`config.mk`:
```
export PLATFORM = sky130hd
export DESIGN_NAME = mh_arbiter
export DESIGN_NICKNAME = d
export VERILOG_FILES = /design/src/rtl/mh_arbiter.sv
export SDC_FILE = /design/constraint.sdc
export NUM_CORES = 1
export LEC_CHECK = 0
export BUFFER_PORTS_ARGS = -buffer_cell sky130_fd_sc_hd__buf_2
export CAP_MARGIN = 20
export CORE_AREA = 4 4 120 122
export CTS_BUF_LIST = sky130_fd_sc_hd__clkbuf_16
export DETAILED_ROUTE_END_ITERATION = 10
export DIE_AREA = 0 0 124 126
export GPL_TIMING_DRIVEN = 1
export MAX_ROUTING_LAYER = met4
export PLACE_DENSITY = 0.76
export SYNTH_ARGS = -nofsm -noshare
export SYNTH_HDL_FRONTEND = slang
export SYNTH_HIERARCHICAL = 1
export SYNTH_SLANG_ARGS = --single-unit
```
`constraint.sdc`:
```
create_clock -name clk -period 4.65 [get_ports clk]
set_input_delay 0 -clock clk [delete_from_list [all_inputs] [get_ports clk]]
set_output_delay 0 -clock clk [all_outputs]
set_load 0.01 [all_outputs]
```
`src/rtl/mh_arbiter.sv`:
```
// mh_arbiter: round-robin front end that shares one miss handler between
// NUM_CLIENTS caches. Winning requests are registered onto the miss-handler
// request port. The client ID of each accepted request is queued, and the
// in-order responses are routed back to their clients from that queue.

// Per-client slice: request stall and response steering for one client.
module mh_arbiter_client #(
  parameter int CW  = 2,
  parameter int IDX = 0
) (
  input  logic          valid,
  input  logic          grant,
  input  logic          rsp_ok,
  input  logic [CW-1:0] head,
  input  logic          rstall_in,
  output logic          stall,
  output logic          rvalid,
  output logic          rstall_out
);
  logic sel;

  // This client owns the current response when it is the FIFO head.
  assign sel        = rsp_ok & (head == CW'(IDX));
  assign stall      = valid & ~grant;
  assign rvalid     = sel;
  assign rstall_out = sel & rstall_in;
endmodule

module mh_arbiter #(
  parameter int NUM_CLIENTS = 4,
  parameter int ADDR_W      = 32,
  parameter int RDATA_W     = 64,
  parameter int ID_DEPTH    = 16
) (
  input  logic                          clk,
  input  logic                          rst,
  input  logic [NUM_CLIENTS*ADDR_W-1:0] cl_addr,
  input  logic [NUM_CLIENTS-1:0]        cl_valid,
  output logic [NUM_CLIENTS-1:0]        cl_stall,
  output logic [RDATA_W-1:0]            cl_rdata,
  output logic [NUM_CLIENTS-1:0]        cl_rvalid,
  input  logic [NUM_CLIENTS-1:0]        cl_rstall,
  output logic [ADDR_W-1:0]             mh_addr,
  output logic                          mh_valid,
  input  logic                          mh_stall,
  input  logic [RDATA_W-1:0]            mh_rdata,
  input  logic                          mh_rvalid,
  output logic                          mh_rstall,
  output logic [$clog2(ID_DEPTH):0]     outstanding,
  output logic                          err_orphan
);
  localparam int CW = $clog2(NUM_CLIENTS);
  localparam int PW = $clog2(ID_DEPTH);

  logic [NUM_CLIENTS-1:0][ADDR_W-1:0] addr_v;
  logic [CW-1:0]          rr_ptr;
  logic [CW-1:0]          gnt_id;
  logic [CW-1:0]          scan_id;
  logic                   gnt_any;
  logic [NUM_CLIENTS-1:0] grant;
  logic                   accept;

  logic [CW-1:0]          id_mem [ID_DEPTH];
  logic [PW-1:0]          wr_ptr;
  logic [PW-1:0]          rd_ptr;
  logic [PW:0]            count;
  logic                   empty;
  logic                   full;
  logic [CW-1:0]          head;
  logic                   rsp_ok;
  logic                   push;
  logic                   pop;
  logic [NUM_CLIENTS-1:0] rstall_sel;

  assign addr_v = cl_addr;

  // Full is judged on the registered count: a same-cycle pop never frees a slot.
  assign empty  = (count == '0);
  assign full   = (count == (PW+1)'(ID_DEPTH));
  assign accept = (~mh_valid | ~mh_stall) & ~full & rst;

  // Round-robin scan from rr_ptr; walking offsets high-to-low lets the
  // lowest offset (closest to rr_ptr) be the last, winning assignment.
  always_comb begin
    gnt_id  = '0;
    gnt_any = 1'b0;
    scan_id = '0;
    grant   = '0;
    if (accept) begin
      for (int off = NUM_CLIENTS - 1; off >= 0; off--) begin
        scan_id = CW'((int'(rr_ptr) + off) % NUM_CLIENTS);
        if (cl_valid[scan_id]) begin
          gnt_id  = scan_id;
          gnt_any = 1'b1;
        end
      end
    end
    if (gnt_any) grant[gnt_id] = 1'b1;
  end

  assign push = gnt_any;

  // Response side: the head ID selects the destination; data is broadcast.
  assign head      = id_mem[rd_ptr];
  assign rsp_ok    = rst & mh_rvalid & ~empty;
  assign cl_rdata  = mh_rdata;
  assign mh_rstall = |rstall_sel;
  assign pop       = rsp_ok & ~mh_rstall;

  for (genvar g = 0; g < NUM_CLIENTS; g++) begin : g_cl
    mh_arbiter_client #(.CW(CW), .IDX(g)) u_cl (
      .valid      (cl_valid[g]),
      .grant      (grant[g]),
      .rsp_ok     (rsp_ok),
      .head       (head),
      .rstall_in  (cl_rstall[g]),
      .stall      (cl_stall[g]),
      .rvalid     (cl_rvalid[g]),
      .rstall_out (rstall_sel[g])
    );
  end

  // ID storage needs no reset; only the pointers define validity.
  always_ff @(posedge clk) begin
    if (push) id_mem[wr_ptr] <= gnt_id;
  end

  // ID FIFO pointers and occupancy.
  always_ff @(posedge clk) begin
    if (!rst) begin
      wr_ptr <= '0;
      rd_ptr <= '0;
      count  <= '0;
    end else begin
      if (push) wr_ptr <= wr_ptr + PW'(1);
      if (pop)  rd_ptr <= rd_ptr + PW'(1);
      case ({push, pop})
        2'b10:   count <= count + (PW+1)'(1);
        2'b01:   count <= count - (PW+1)'(1);
        default: count <= count;
      endcase
    end
  end

  // Request register toward the miss handler and round-robin pointer.
  always_ff @(posedge clk) begin
    if (!rst) begin
      mh_valid <= 1'b0;
      mh_addr  <= '0;
      rr_ptr   <= '0;
    end else if (push) begin
      mh_valid <= 1'b1;
      mh_addr  <= addr_v[gnt_id];
      rr_ptr   <= (gnt_id == CW'(NUM_CLIENTS - 1)) ? '0 : gnt_id + CW'(1);
    end else if (mh_valid && !mh_stall) begin
      mh_valid <= 1'b0;
    end
  end

  // A response with nothing outstanding is consumed and flagged until reset.
  always_ff @(posedge clk) begin
    if (!rst)                    err_orphan <= 1'b0;
    else if (mh_rvalid && empty) err_orphan <= 1'b1;
  end

  assign outstanding = count;
endmodule

```
==> results.cfg <==
[critical_path]
crit_type = reg2reg
crit_fanout = 8
crit_path_start_kind = register
critPathArrivalTime_ns = 4.46
crit_chain = buf_4 > mux4_2 > mux4_2 > and4b_1 > or4_1 > a211oi_2 > ha_1 > xor2_1 > ha_1 > inv_1 > o21ai_0 > a21o_1 > a221oi_1 > mux2i_1
end_kind = register
cp_slowest_cell = mux4_2
critPathRequiredTime_ns = 4.93
cpPeakStageDelay_ns = 0.55

[floorplanning]
io_pins = 316
die_y_um = 126
die_w_um = 124
die_area_um2 = 15620
std_cell_rows = 42
core_um2 = 13190
initial_core_util = 0.4202

[cells_and_area]
area_delta_synth_final_pct = 27.83
drive_gt1_frac = 0.2931
diodes = 0
fillers = 1160
fin_area_um2 = 7086
final_nets = 1024
final_cell_mix = buf_2, nand2_1, dlygate4sd3_1
final_common_cell = buf_2

[run_status]
status = finished, final reports clean

[cts]
clkTransAtPathRegs_ns = 0.07
cts_setup_buffers = 0
cts_tree = built
cts.path.max_buffers = 2
clk_latency_ns = 0.34
ctsHtreeMaxLevel = 3
cts_resized = 0
ctsHoldBuffers = 66
numClockSinks = 85
root_buffer = clkbuf_16
cts_made_buffers = 9

[place]
place.gp.congestion = 0.9033
hpwl_um = 11060
placed_cell_area_um2 = 6103
io_buffer_count = 187

[timing]
maxSlewHeadroom = 0.2932
fmax_ghz = 0.2394
rsz0062_at_grt = false
timing_hold_violations_final = 0
setup-violations-final = 0
min_period_ns = 4.176
tightest_slew_ns = 1.060
tns_ns = 0
fin_crit_sh = 0.8981
skew_ns = 0.007531
drv_slew = 0

[detailed_routing]
routed-via-count = 5409
drt-total-wl_um = 16640
viasPerCell = 5.475
final_antenna_net_count = 0
first_iter_violations = 307
dr.pass1.iters = 4
drc = 0
wl_per_cell_um = 16.84

[yosys]
synth_cells = 646
synth_edf_count = 32
synth_seq_cells = 85
synth_nets = 863
synth.cell_area_um2 = 5543
synth-async-reset-ratio = 0
ys_seq_area_frac = 0.3648
synth_area_per_cell_um2 = 8.580
yosysWarnings = 6
ys.flop_type = dfxtp_1
synth.distinct_cells = 56

[global_routing]
grt_pass1_vias = 5170
grt_start_max_net_pins = 103
overflow = 0
grt_pass1_wl_um = 26060
grt_use_total = 0.2173
antenna_found_initial = 0

[worst_hold_path]
min_path_type = in2out

[job]
cap_viol_max_count = 0

[power]
power_leakage_nw = 3.000
power_density_nw_per_um2 = 349.3
vdd_drop_max_mv = 0.2040
final cells by class:
cell class                 instances  area [um^2]  area share
inverter                          10        37.54    0.005298
clock buffer                      11        275.3     0.03885
clock inverter                     5        38.79    0.005474
timing repair buffer             265         1687      0.2380
tap                              176        220.2     0.03108
multi-input combinational        436         2805      0.3959
sequential                        85         2022      0.2854
cells in the mapped netlist (all sizes together) (7+ instances only):
master  number  share of area
a21boi      37          0.050
a31oi       63          0.071
and2        12          0.014
buf         81           0.10
clkbuf      34          0.023
dfxtp       53           0.19
edfxtp      32           0.17
ha          13          0.029
inv         10         0.0068
mux4        10          0.041
nand2      141          0.095
nand3       33          0.030
nor2        17          0.012
nor2b        8         0.0090
nor3         8         0.0093
o21ai        7         0.0063
o221ai      31          0.049
report_power, final:
group	leakage, nW	switching (W)	internal (W)
sequential	0.736	0.0000811	0.000860
clock	0.152	0.000323	0.000431
combinational	2.11	0.000394	0.000386
layer usage:
layer | vias up | GRT usage | part of all wire
met2 | 276 | 0.3395 | 0.49
met1 | 2507 | 0.2733 | 0.41
li1 | 2596 | - | -
met5 | - | - | 0
met4 | 0 | 0.07023 | 0.021
met3 | 30 | 0.05874 | 0.080
stage by stage:
stage | std cells | total power (W) | utilization | setup slack [ns] | hold WS, ns
5_1_grt | 988 | 0.002624 | 0.5372 | 0.1703 | 0.00003101
2_1_floorplan | 646 | 0.001436 | - | 0.3109 | 0.09177
3_3_place_gp | 905 | 0.001620 | 0.4627 | 0.5406 | 0.00006862
3_5_place_dp | 905 | 0.001628 | 0.4627 | 0.4947 | 0.00006862
6_report | 988 | 0.002475 | 0.5372 | 0.4736 | 0.000003906
4_1_cts | 987 | 0.002487 | 0.5366 | 0.4547 | 0.00006862
flip-flops by register name (all words and copies together), names as in the netlist, named ones only:
| name | flops |
|---|---|
| err_orphan | 1 |
| id_mem | 32 |
| mh_addr | 32 |
| mh_valid | 1 |
| outstanding | 5 |
| rd_ptr | 4 |
| rr_ptr | 2 |
| wr_ptr | 4 |
cell families after synthesis:
kind of cell | after synthesis | share of synthesized area
buffers and inverters | 125 | 0.1334
muxes | 14 | 0.04786
DFF | 85 | 0.3648
AOI/OAI and AO/OA | 161 | 0.2104
and+or+nand+nor | 239 | 0.2000
adders and majority gates | 13 | 0.02935
xor gates and xnor gates | 9 | 0.01422
critical path, delay by kind of cell, from the launching register on:
kind | cells | cell delay (ns)
AOI/OAI and AO/OA | 4 | 0.78
xor gates and xnor gates | 1 | 0.11
adders and majority gates | 2 | 0.58
buffers and inverters | 2 | 0.26
DFF | 1 | 0.31
muxes | 3 | 1.31
and+or+nand+nor | 2 | 0.75
worst paths after layout:
check	startpoint	end	slack, ns	cells after the start
min	mh_rdata[56]	cl_rdata[56]	0.000004	0
max reg2reg	register	outstanding[4]	0.47	14
max	register	outstanding[4]	0.47	14
min reg2reg	mh_valid	mh_valid	0.48	2
Power figures use the tool's default switching activity.
